$ cat src/rtl/adc_sample_fifo_pkg.sv
// Shared types and defaults for the ADC sample output FIFO.
package adc_sample_fifo_pkg;

  localparam int unsigned FIFO_DEPTH_LOG2_DEFAULT = 4;
  localparam int unsigned SAMPLE_BW               = 16;

  typedef logic signed [SAMPLE_BW-1:0]      sample_t;
  typedef logic [FIFO_DEPTH_LOG2_DEFAULT:0] fifo_level_t;

endpackage

$ cat src/rtl/fifo_mem_1w1r.sv
// 1-write/1-read register-array memory with registered, held read data.
module fifo_mem_1w1r #(
  parameter int unsigned AW = 4,
  parameter int unsigned DW = 16
) (
  input  logic          clk,
  input  logic          rstx,
  input  logic          wr_en,
  input  logic [AW-1:0] wr_addr,
  input  logic [DW-1:0] wr_data,
  input  logic          rd_en,
  input  logic [AW-1:0] rd_addr,
  output logic [DW-1:0] rd_data
);

  logic [DW-1:0] r_mem [2**AW];
  logic [DW-1:0] r_rd_data;

  // Storage array: written on accepted writes, intentionally not reset.
  always_ff @(posedge clk) begin
    if (wr_en) begin
      r_mem[wr_addr] <= wr_data;
    end
  end

  // Read register: sees pre-write contents on a same-address write/read, holds between reads.
  always_ff @(posedge clk or negedge rstx) begin
    if (!rstx) begin
      r_rd_data <= '0;
    end else if (rd_en) begin
      r_rd_data <= r_mem[rd_addr];
    end
  end

  assign rd_data = r_rd_data;

endmodule

$ cat src/rtl/adc_sample_fifo.sv
// Circular sample FIFO between the ADC back-end and the host register side.
module adc_sample_fifo
  import adc_sample_fifo_pkg::*;
#(
  parameter int unsigned DEPTH_LOG2 = FIFO_DEPTH_LOG2_DEFAULT,
  parameter int unsigned BW         = SAMPLE_BW
) (
  input  logic                  clk,
  input  logic                  rstx,
  input  logic                  enable,
  input  logic                  clear,
  input  logic                  data_in_valid,
  input  logic [BW-1:0]         data_in,
  input  logic                  rd_req,
  input  logic [DEPTH_LOG2:0]   watermark,
  input  logic                  clear_flags,
  output logic                  rd_data_valid,
  output logic [BW-1:0]         rd_data,
  output logic [DEPTH_LOG2:0]   level,
  output logic                  empty,
  output logic                  full,
  output logic                  ovf,
  output logic                  udf,
  output logic                  irq
);

  localparam logic [DEPTH_LOG2:0] LevelFull = {1'b1, {DEPTH_LOG2{1'b0}}};

  logic [DEPTH_LOG2-1:0] r_wr_ptr, w_wr_ptr_nxt;
  logic [DEPTH_LOG2-1:0] r_rd_ptr, w_rd_ptr_nxt;
  logic [DEPTH_LOG2:0]   r_level,  w_level_nxt;
  logic                  r_ovf,    w_ovf_nxt;
  logic                  r_udf,    w_udf_nxt;
  logic                  r_rd_valid;

  logic w_empty, w_full;
  logic w_rd_acc, w_wr_acc;
  logic w_ovf_evt, w_udf_evt;

  assign w_empty = (r_level == '0);
  assign w_full  = (r_level == LevelFull);

  // Acceptance uses pre-edge level, so a same-cycle write cannot satisfy a read on empty.
  assign w_rd_acc  = rd_req & ~w_empty & ~clear;
  assign w_wr_acc  = enable & data_in_valid & (~w_full | w_rd_acc) & ~clear;
  assign w_ovf_evt = enable & data_in_valid & w_full & ~w_rd_acc;
  assign w_udf_evt = rd_req & w_empty;

  // Next-state for pointers, level and sticky flags; clear overrides everything.
  always_comb begin
    w_wr_ptr_nxt = r_wr_ptr;
    w_rd_ptr_nxt = r_rd_ptr;
    w_level_nxt  = r_level;
    w_ovf_nxt    = r_ovf;
    w_udf_nxt    = r_udf;
    if (clear) begin
      w_wr_ptr_nxt = '0;
      w_rd_ptr_nxt = '0;
      w_level_nxt  = '0;
      w_ovf_nxt    = 1'b0;
      w_udf_nxt    = 1'b0;
    end else begin
      if (w_wr_acc) w_wr_ptr_nxt = r_wr_ptr + 1'b1;
      if (w_rd_acc) w_rd_ptr_nxt = r_rd_ptr + 1'b1;
      unique case ({w_wr_acc, w_rd_acc})
        2'b10:   w_level_nxt = r_level + 1'b1;
        2'b01:   w_level_nxt = r_level - 1'b1;
        default: w_level_nxt = r_level;
      endcase
      // A new event beats a same-cycle clear_flags.
      if (w_ovf_evt)        w_ovf_nxt = 1'b1;
      else if (clear_flags) w_ovf_nxt = 1'b0;
      if (w_udf_evt)        w_udf_nxt = 1'b1;
      else if (clear_flags) w_udf_nxt = 1'b0;
    end
  end

  // State registers.
  always_ff @(posedge clk or negedge rstx) begin
    if (!rstx) begin
      r_wr_ptr   <= '0;
      r_rd_ptr   <= '0;
      r_level    <= '0;
      r_ovf      <= 1'b0;
      r_udf      <= 1'b0;
      r_rd_valid <= 1'b0;
    end else begin
      r_wr_ptr   <= w_wr_ptr_nxt;
      r_rd_ptr   <= w_rd_ptr_nxt;
      r_level    <= w_level_nxt;
      r_ovf      <= w_ovf_nxt;
      r_udf      <= w_udf_nxt;
      r_rd_valid <= w_rd_acc;
    end
  end

  fifo_mem_1w1r #(
    .AW (DEPTH_LOG2),
    .DW (BW)
  ) u_mem (
    .clk     (clk),
    .rstx    (rstx),
    .wr_en   (w_wr_acc),
    .wr_addr (r_wr_ptr),
    .wr_data (data_in),
    .rd_en   (w_rd_acc),
    .rd_addr (r_rd_ptr),
    .rd_data (rd_data)
  );

  assign rd_data_valid = r_rd_valid;
  assign level         = r_level;
  assign empty         = w_empty;
  assign full          = w_full;
  assign ovf           = r_ovf;
  assign udf           = r_udf;
  assign irq           = (watermark != '0) && (r_level >= watermark);

endmodule
$ cat config.mk
export PLATFORM = sky130hd
export DESIGN_NAME = adc_sample_fifo
export DESIGN_NICKNAME = d
export VERILOG_FILES = /design/src/rtl/adc_sample_fifo_pkg.sv /design/src/rtl/fifo_mem_1w1r.sv /design/src/rtl/adc_sample_fifo.sv
export SDC_FILE = /design/constraint.sdc
export NUM_CORES = 1
export LEC_CHECK = 0
export BUFFER_PORTS_ARGS = -buffer_cell sky130_fd_sc_hd__buf_2
export CAP_MARGIN = 20
export CORE_UTILIZATION = 60
export DETAILED_ROUTE_END_ITERATION = 10
export PLACE_DENSITY = 0.8
export SYNTH_ARGS = -nofsm -noshare
export SYNTH_HDL_FRONTEND = slang
export SYNTH_SLANG_ARGS = --single-unit
$ cat constraint.sdc
create_clock -name clk -period 5.63 [get_ports clk]
set_clock_uncertainty 0.2 [all_clocks]
set_input_delay 1.126 -clock clk [delete_from_list [all_inputs] [get_ports clk]]
set_output_delay 1.126 -clock clk [all_outputs]
set_load 0.03 [all_outputs]
==> results by group, run 1 <==
Outcome
  – Status: finished clean

Timing
  – Final setup violation count: 0
  – Setup WS post-layout: 2.05 ns
  – Maximum clock frequency: 0.279 GHz
  – Max Slew Vio Count: 0
  – Final worst-path cycle share: 0.636
  – Final hold vios: 0
  – Slew @ Worst Pin: 0.970 ns
  – Min Tclk post-route: 3.58 ns
  – RSZ-0062 raised after global routing: false
  – Rel. slew slack: 0.353
  – Sum Neg Setup Slack: 0 ns

Routing
  – DRC: 0
  – Metal3 WL: 1980 um
  – Max Used Layer: met4
  – DR pass1 iterations: 4
  – Metal2 WL: 11,800 um
  – Post-DRT Antenna Nets: 0
  – WL final: 24,300 um
  – Met1 WL: 9880 um
  – Via density: 6.60
  – Via count: 5,893
  – Initial DRC Count: 567
  – Per-cell routed wire length: 27.3 um

Worst setup path
  – CP max stage delay: 0.27 ns
  – Critical Path Slowest Stage Cell: ha_1
  – FF-to-FF path depth: 4
  – WP data required: 4.30 ns
  – Crit end category: output port
  – WP data arrival: 2.26 ns
  – CP Class: in2out
  – Crit path max fanout: 2
  – Worst path cell trace: buf_2 -> ha_1 -> nand2b_1 -> a21oi_1 -> nor2b_1 -> o21ai_0 -> a21oi_1 -> buf_2
  – Worst Setup Start Kind: primary input

Place
  – Place WS: 1.97 ns
  – Placer Congestion: 0.843
  – I/O Buffers: 54
  – Hpwl dp: 14,200 um

Power and ir drop
  – Internal power: just under 4000 uW
  – VDD IR max: 0.000328 V
  – Sequential power share: 0.466
  – Power per Cell Area: 415 nW/um^2
  – Sw Ratio: 0.265
  – Static leakage: ~0.0044 uW
  – Clock power share: 0.372
  – Logic pwr share: 0.162
  – Switching pwr: 1430 uW

Worst hold path
  – Hold depth: 2
  – Hold Path Class: reg2reg

Synth
  – Seq/Total Area, Yosys: 0.747
  – EDFF count, synth: 256
  – Synthesis Warnings: 0
  – Top post-synthesis cells by area: edfxtp_1, mux4_2, dfrtp_1
  – Synth top area share: 0.676
  – Syn Std Cell Area: between 10,000 and 15,000 sq um
  – Synth Register Bits: 288
  – Cell type with the largest total area after synthesis: edfxtp_1
  – Post-synthesis async set-or-reset flop share: 0.111
  – Most used DFF post-synth: edfxtp_1
  – Synth unique cells: 40
  – Post-Syn Area per Cell: 20.0 sq um
  – Syn nets: just over 600
  – Post-Synthesis Cells: 567

Global route
  – Pin count of the biggest net entering global routing: 49
  – Initial antenna violation count: 0
  – Total gr overflow: 0
  – First-pass GRT wire length: 36,800 um
  – Vias in the first global route: around 6,000
  – Total track usage: 0.260

Die
  – Die Wd: 140 um
  – Overall die height: 140 um
  – Initial core utilization: 0.622
  – Row cnt: between 40 and 50
  – Core area: ~18,000 sq um
  – Die area: roughly 20,000 sq um
  – Top Ports: 55

Clock tree
  – Clock tree buffer depth: 3
  – CTS Sinks: 288
  – H-tree depth: 1
  – Total setup buffers inserted after CTS: 0
  – CTS Buf Count: 29
  – # hold bufs at CTS: 0
  – Worst skew pair latency: 0.54 ns
  – CTS tree: built
  – Post-CTS sizing: 0
  – CTS root buffer: clkbuf_16
  – CTS clk-pin slew, worst paths: ~0.06 ns

Final layout
  – Area growth syn-to-layout: 14.1%
  – Ant diodes: 0
  – Count of nets after finishing: 683
  – Share of cells above drive strength 1: 0.303
  – Most common cell after layout, fill and taps aside: edfxtp_1
  – Commonest cells after routing, fill and taps aside: edfxtp_1, mux4_2, buf_2, mux2i_1, nor2_1

Job
  – MaxCap Viol Count: 0
[cells by family (layout without fill, tap and decap cells)]
family                     Yosys count  count (layout)  synth area share
and+or+nand+nor                     79              79            0.0328
buffers and inverters               41             138            0.0157
adders and majority gates           12              12            0.0132
xor gates and xnor gates             8               8           0.00616
AOI/OAI and AO/OA                   39              39            0.0268
muxes                              100             100             0.159
DFF                                288             288             0.747
[worst paths after layout]
check	startpoint	to	slack (ns)
worst max register to register	level[1]$_DFFE_PN0P_	u_mem.rd_data[4]$_DFFE_PN0N_	2.38
worst max-delay path	watermark[0]	irq	2.05
min in group asynchronous	rstx	level[4]$_DFFE_PN0P_	0.47
max in group asynchronous	rstx	r_rd_ptr[1]$_DFFE_PN0P_	4.15
worst min register to register	u_mem.rd_data[6]$_DFFE_PN0N_	u_mem.rd_data[6]$_DFFE_PN0N_	0.29
worst min-delay path	u_mem.rd_data[6]$_DFFE_PN0N_	u_mem.rd_data[6]$_DFFE_PN0N_	0.29
[through the flow]
stage           util  hold slack, ns  total power, uW  std cells  area (sq um)
3_3_place_gp   0.653           0.267             3390        838         11900
3_5_place_dp   0.655           0.276             3410        841         12000
2_1_floorplan      -           0.356             3160        567         11400
5_1_grt        0.710           0.313             5550        893         13000
6_report       0.710           0.289             5380        893         13000
4_1_cts        0.710           0.294             5400        893         13000
[per-layer routing]
metal | track usage | up-vias
met2 | 0.412 | 337
met3 | 0.0434 | 52
li1 | - | 2454
met5 | 0 | -
met4 | 0.0729 | 0
met1 | 0.383 | 3050
[power by group through the flow]
stage	registers (uW)	logic, uW	clock network, uW
after global placement	2550	836	0
final	2510	872	2000
after CTS	2510	872	2020
after floorplan	2640	521	0
after global routing	2520	925	2110
after detailed placement	2560	860	0
[area by class of cell]
class	instances	area [sq um]
Inverter	13	48.8
Clock buffer	34	785
Fill cell	1060	5300
Clock inverter	18	218
Timing Repair Buffer	73	420
Sequential cell	288	8490
Multi-Input combinational cell	238	2720
Tap cell	229	287
[synth_stat cells, types with 2 or more instances]
cell type	count
xor2_1	5
ha_1	12
o221ai_1	16
nor2_1	30
nand2b_1	4
mux2i_1	36
a22oi_1	2
edfxtp_1	256
nand4_1	2
nand2_1	24
nor2b_1	2
o21ai_0	4
buf_4	2
a31oi_1	3
or3_1	3
inv_1	12
a21oi_1	7
xnor2_1	3
dfrtp_1	32
nor3_1	6
mux4_2	64
buf_1	6
or4_1	2
clkbuf_1	11
buf_2	8
[critical path: cells and delay by family]
family,cells,cell delay (ns)
buffers and inverters,2,0.29
and+or+nand+nor,2,0.20
AOI/OAI and AO/OA,3,0.37
adders and majority gates,1,0.27
[state kept, by name (all words and copies together) (netlist names)]
register / cells
rd_data_valid: 1
u_mem.rd_data: 16
ovf: 1
r_wr_ptr: 4
udf: 1
level: 5
r_rd_ptr: 4
u_mem.r_mem: 256
No activity file was read; power rests on OpenSTA's default activity.
==> run 2, diff against run 1 <==
Settings changed: CORE_UTILIZATION 60 to 55, PLACE_DENSITY 0.8 to 0.77.
Clock period 5.63 ns to 3 ns, I/O delays scaled along.
==> results by group, run 2 (synthesis results as in run 1) <==
Worst setup path
  – R2r startpoint: level[4]$_DFFE_PN0P_
  – R2R Path End: u_mem.r_mem[4][15]$_DFFE_PP_
  – Crit end category: output port
  – Critical Path Slowest Stage Cell: dfrtp_1
  – WP data arrival: 2.06 ns
  – CP Class: reg2out
  – CP max stage delay: between 0.3 and 0.4 ns
  – Crit path max fanout: 5
  – Worst Setup Start Kind: flop
  – Worst path cell trace: buf_6 -> inv_4 -> ha_1 -> nand2b_4 -> a21oi_2 -> nor2b_1 -> o21ai_1 -> a21oi_1 -> buf_4
  – R2R setup slack: 0.15 ns
  – WP data required: between 2 and 2.5 ns
  – FF-to-FF path depth: 6

Clock tree
  – Clock tree buffer depth: 3
  – CTS root buffer: clkbuf_16
  – CTS clk-pin slew, worst paths: approximately 0.060 ns
  – H-tree depth: 1
  – CTS Sinks: 288
  – CTS Buf Count: 28
  – Worst skew pair latency: 0.54 ns
  – CTS tree: built
  – # hold bufs at CTS: 0

Worst hold path
  – Hold Path Class: in2async

Final layout
  – Final non-filler cell total: 951
  – Ant diodes: 0
  – Top reg by flops: u_mem.r_mem
  – Share of cells above drive strength 1: 0.316
  – Area growth syn-to-layout: 15.4%
  – Commonest cells after routing, fill and taps aside: edfxtp_1, mux4_2, buf_2, mux2i_1, buf_4
  – Fill count: 1,324
  – Most common cell after layout, fill and taps aside: edfxtp_1
  – Final Cell Area: around 13,000 sq um
  – Count of nets after finishing: 700
  – Max reg flops: 256

Routing
  – Via density: 6.17
  – Initial DRC Count: 525
  – DR pass1 iterations: 5
  – Per-cell routed wire length: 25.3 um
  – Post-DRT Antenna Nets: 0
  – DRC: 0
  – WL final: 24,000 um
  – Via count: 5,865

Global route
  – Met2 Usage GRT: 0.392
  – Initial antenna violation count: 0
  – Total gr overflow: 0
  – Vias in the first global route: approximately 6,100
  – First-pass GRT wire length: 36,600 um
  – Grt met3 use: 0.0354
  – Gr busiest metal: met2
  – Total track usage: 0.235
  – Met1 Usage GRT: 0.322
  – Pin count of the biggest net entering global routing: 68

Timing
  – Sum Neg Setup Slack: 0 ns
  – Worst Hold Slack: -0.00168 ns
  – Maximum clock frequency: 0.349 GHz
  – Slew @ Worst Pin: 1.09 ns
  – Final setup violation count: 0
  – RSZ-0062 raised after global routing: false
  – Min Tclk post-route: 2.86 ns
  – Final hold vios: 2
  – Max Slew Vio Count: 0
  – Rel. slew slack: 0.274
  – Final worst-path cycle share: 0.954

Place
  – I/O Buffers: 54
  – Area after DPL: 12,200 sq um
  – Cells after DPL: approximately 900
  – Hpwl dp: 13,600 um
  – Placer Congestion: 0.814

Power and ir drop
  – Power per Cell Area: 746 nW/um^2
  – Clock power share: 0.342
  – Static leakage: 0.00442 uW
  – Internal power: 7190 uW
  – VDD IR max: approximately 0.00047 V
  – Switching pwr: 2590 uW
  – Logic pwr share: 0.186
  – Sequential power share: 0.472
  – Sw Ratio: 0.265

Outcome
  – Status: finished, violations left
  – Failing checks: negative hold slack

Die
  – Die Wd: 146 um
  – Overall die height: 146 um
  – Core area: 20,200 sq um
  – Initial core utilization: 0.562
  – Top Ports: 55
  – Die area: 21,200 sq um
  – Row cnt: 52

Job
  – MaxCap Viol Count: 0
## run 2: changes by cell type in the layout (fill, tap and decap cells not counted), sizes merged
| cell | change |
|---|---|
| bufinv | -4 |
| clkinv | -6 |
| buf | +18 |
| clkbuf | +10 |
| inv | -1 |
## run 2: worst max-delay path, delay by kind of cell (launching register included)
kind | cells | cell delay (ns)
flops | 1 | 0.39
buf+inv | 3 | 0.37
compound gates | 3 | 0.36
fa+ha+maj | 1 | 0.21
simple gates | 2 | 0.19
## run 2: area by class of cell
class | instances | area [sq um] | area share
Sequential cell | 288 | 8490 | 0.648
Clock inverter | 7 | 57.6 | 0.00439
Tap cell | 270 | 338 | 0.0258
Inverter | 13 | 51.3 | 0.00391
Timing Repair Buffer | 91 | 607 | 0.0463
Clock buffer | 44 | 822 | 0.0627
Multi-Input combinational cell | 238 | 2740 | 0.209
## run 2: layer usage
layer / part of all wire / vias to the layer above
met3: 0.066 / 52
li1: - / 2483
met4: 0.027 / 0
met2: 0.50 / 271
met1: 0.41 / 3059
met5: 0 / -
## run 2: worst max path at each step
stage                                        endpoint  cells past startpoint                  from
after CTS                                         irq                      9  level[0]$_DFFE_PN0P_
after floorplan           u_mem.r_mem[1][0]$_DFFE_PP_                      7  level[1]$_DFFE_PN0P_
after detailed placement  u_mem.r_mem[1][8]$_DFFE_PP_                      7                rd_req
final                                             irq                      9  level[0]$_DFFE_PN0P_
after global placement    u_mem.r_mem[8][1]$_DFFE_PP_                      6                rd_req
after global routing                              irq                      9  level[0]$_DFFE_PN0P_
## run 2: per-stage QoR
stage | power, uW | setup WS, ns | utilization
final | 9780 | 0.138 | 0.648
after global routing | 10100 | 0.00987 | 0.648
after CTS | 9790 | 0.0322 | 0.646
after detailed placement | 6470 | -0.0232 | 0.602
after global placement | 6420 | -0.0215 | 0.602
after floorplan | 5930 | -0.446 | -
## run 2: power by group through the flow
stage | Combinational (uW) | Sequential, uW | Clock, uW
3_5_place_dp | 1780 | 4690 | 0
2_1_floorplan | 978 | 4950 | 0
6_report | 1820 | 4610 | 3350
4_1_cts | 1790 | 4610 | 3390
5_1_grt | 1950 | 4620 | 3530
3_3_place_gp | 1730 | 4690 | 0
## run 2: what timing repair did
item	CTS	global route
endpoints found under the setup margin	1	1
endpoints found under the hold margin	0	0
pin swaps	0	3
gates resized for setup	1	7
buffers inserted	0	1
gates cloned	0	0
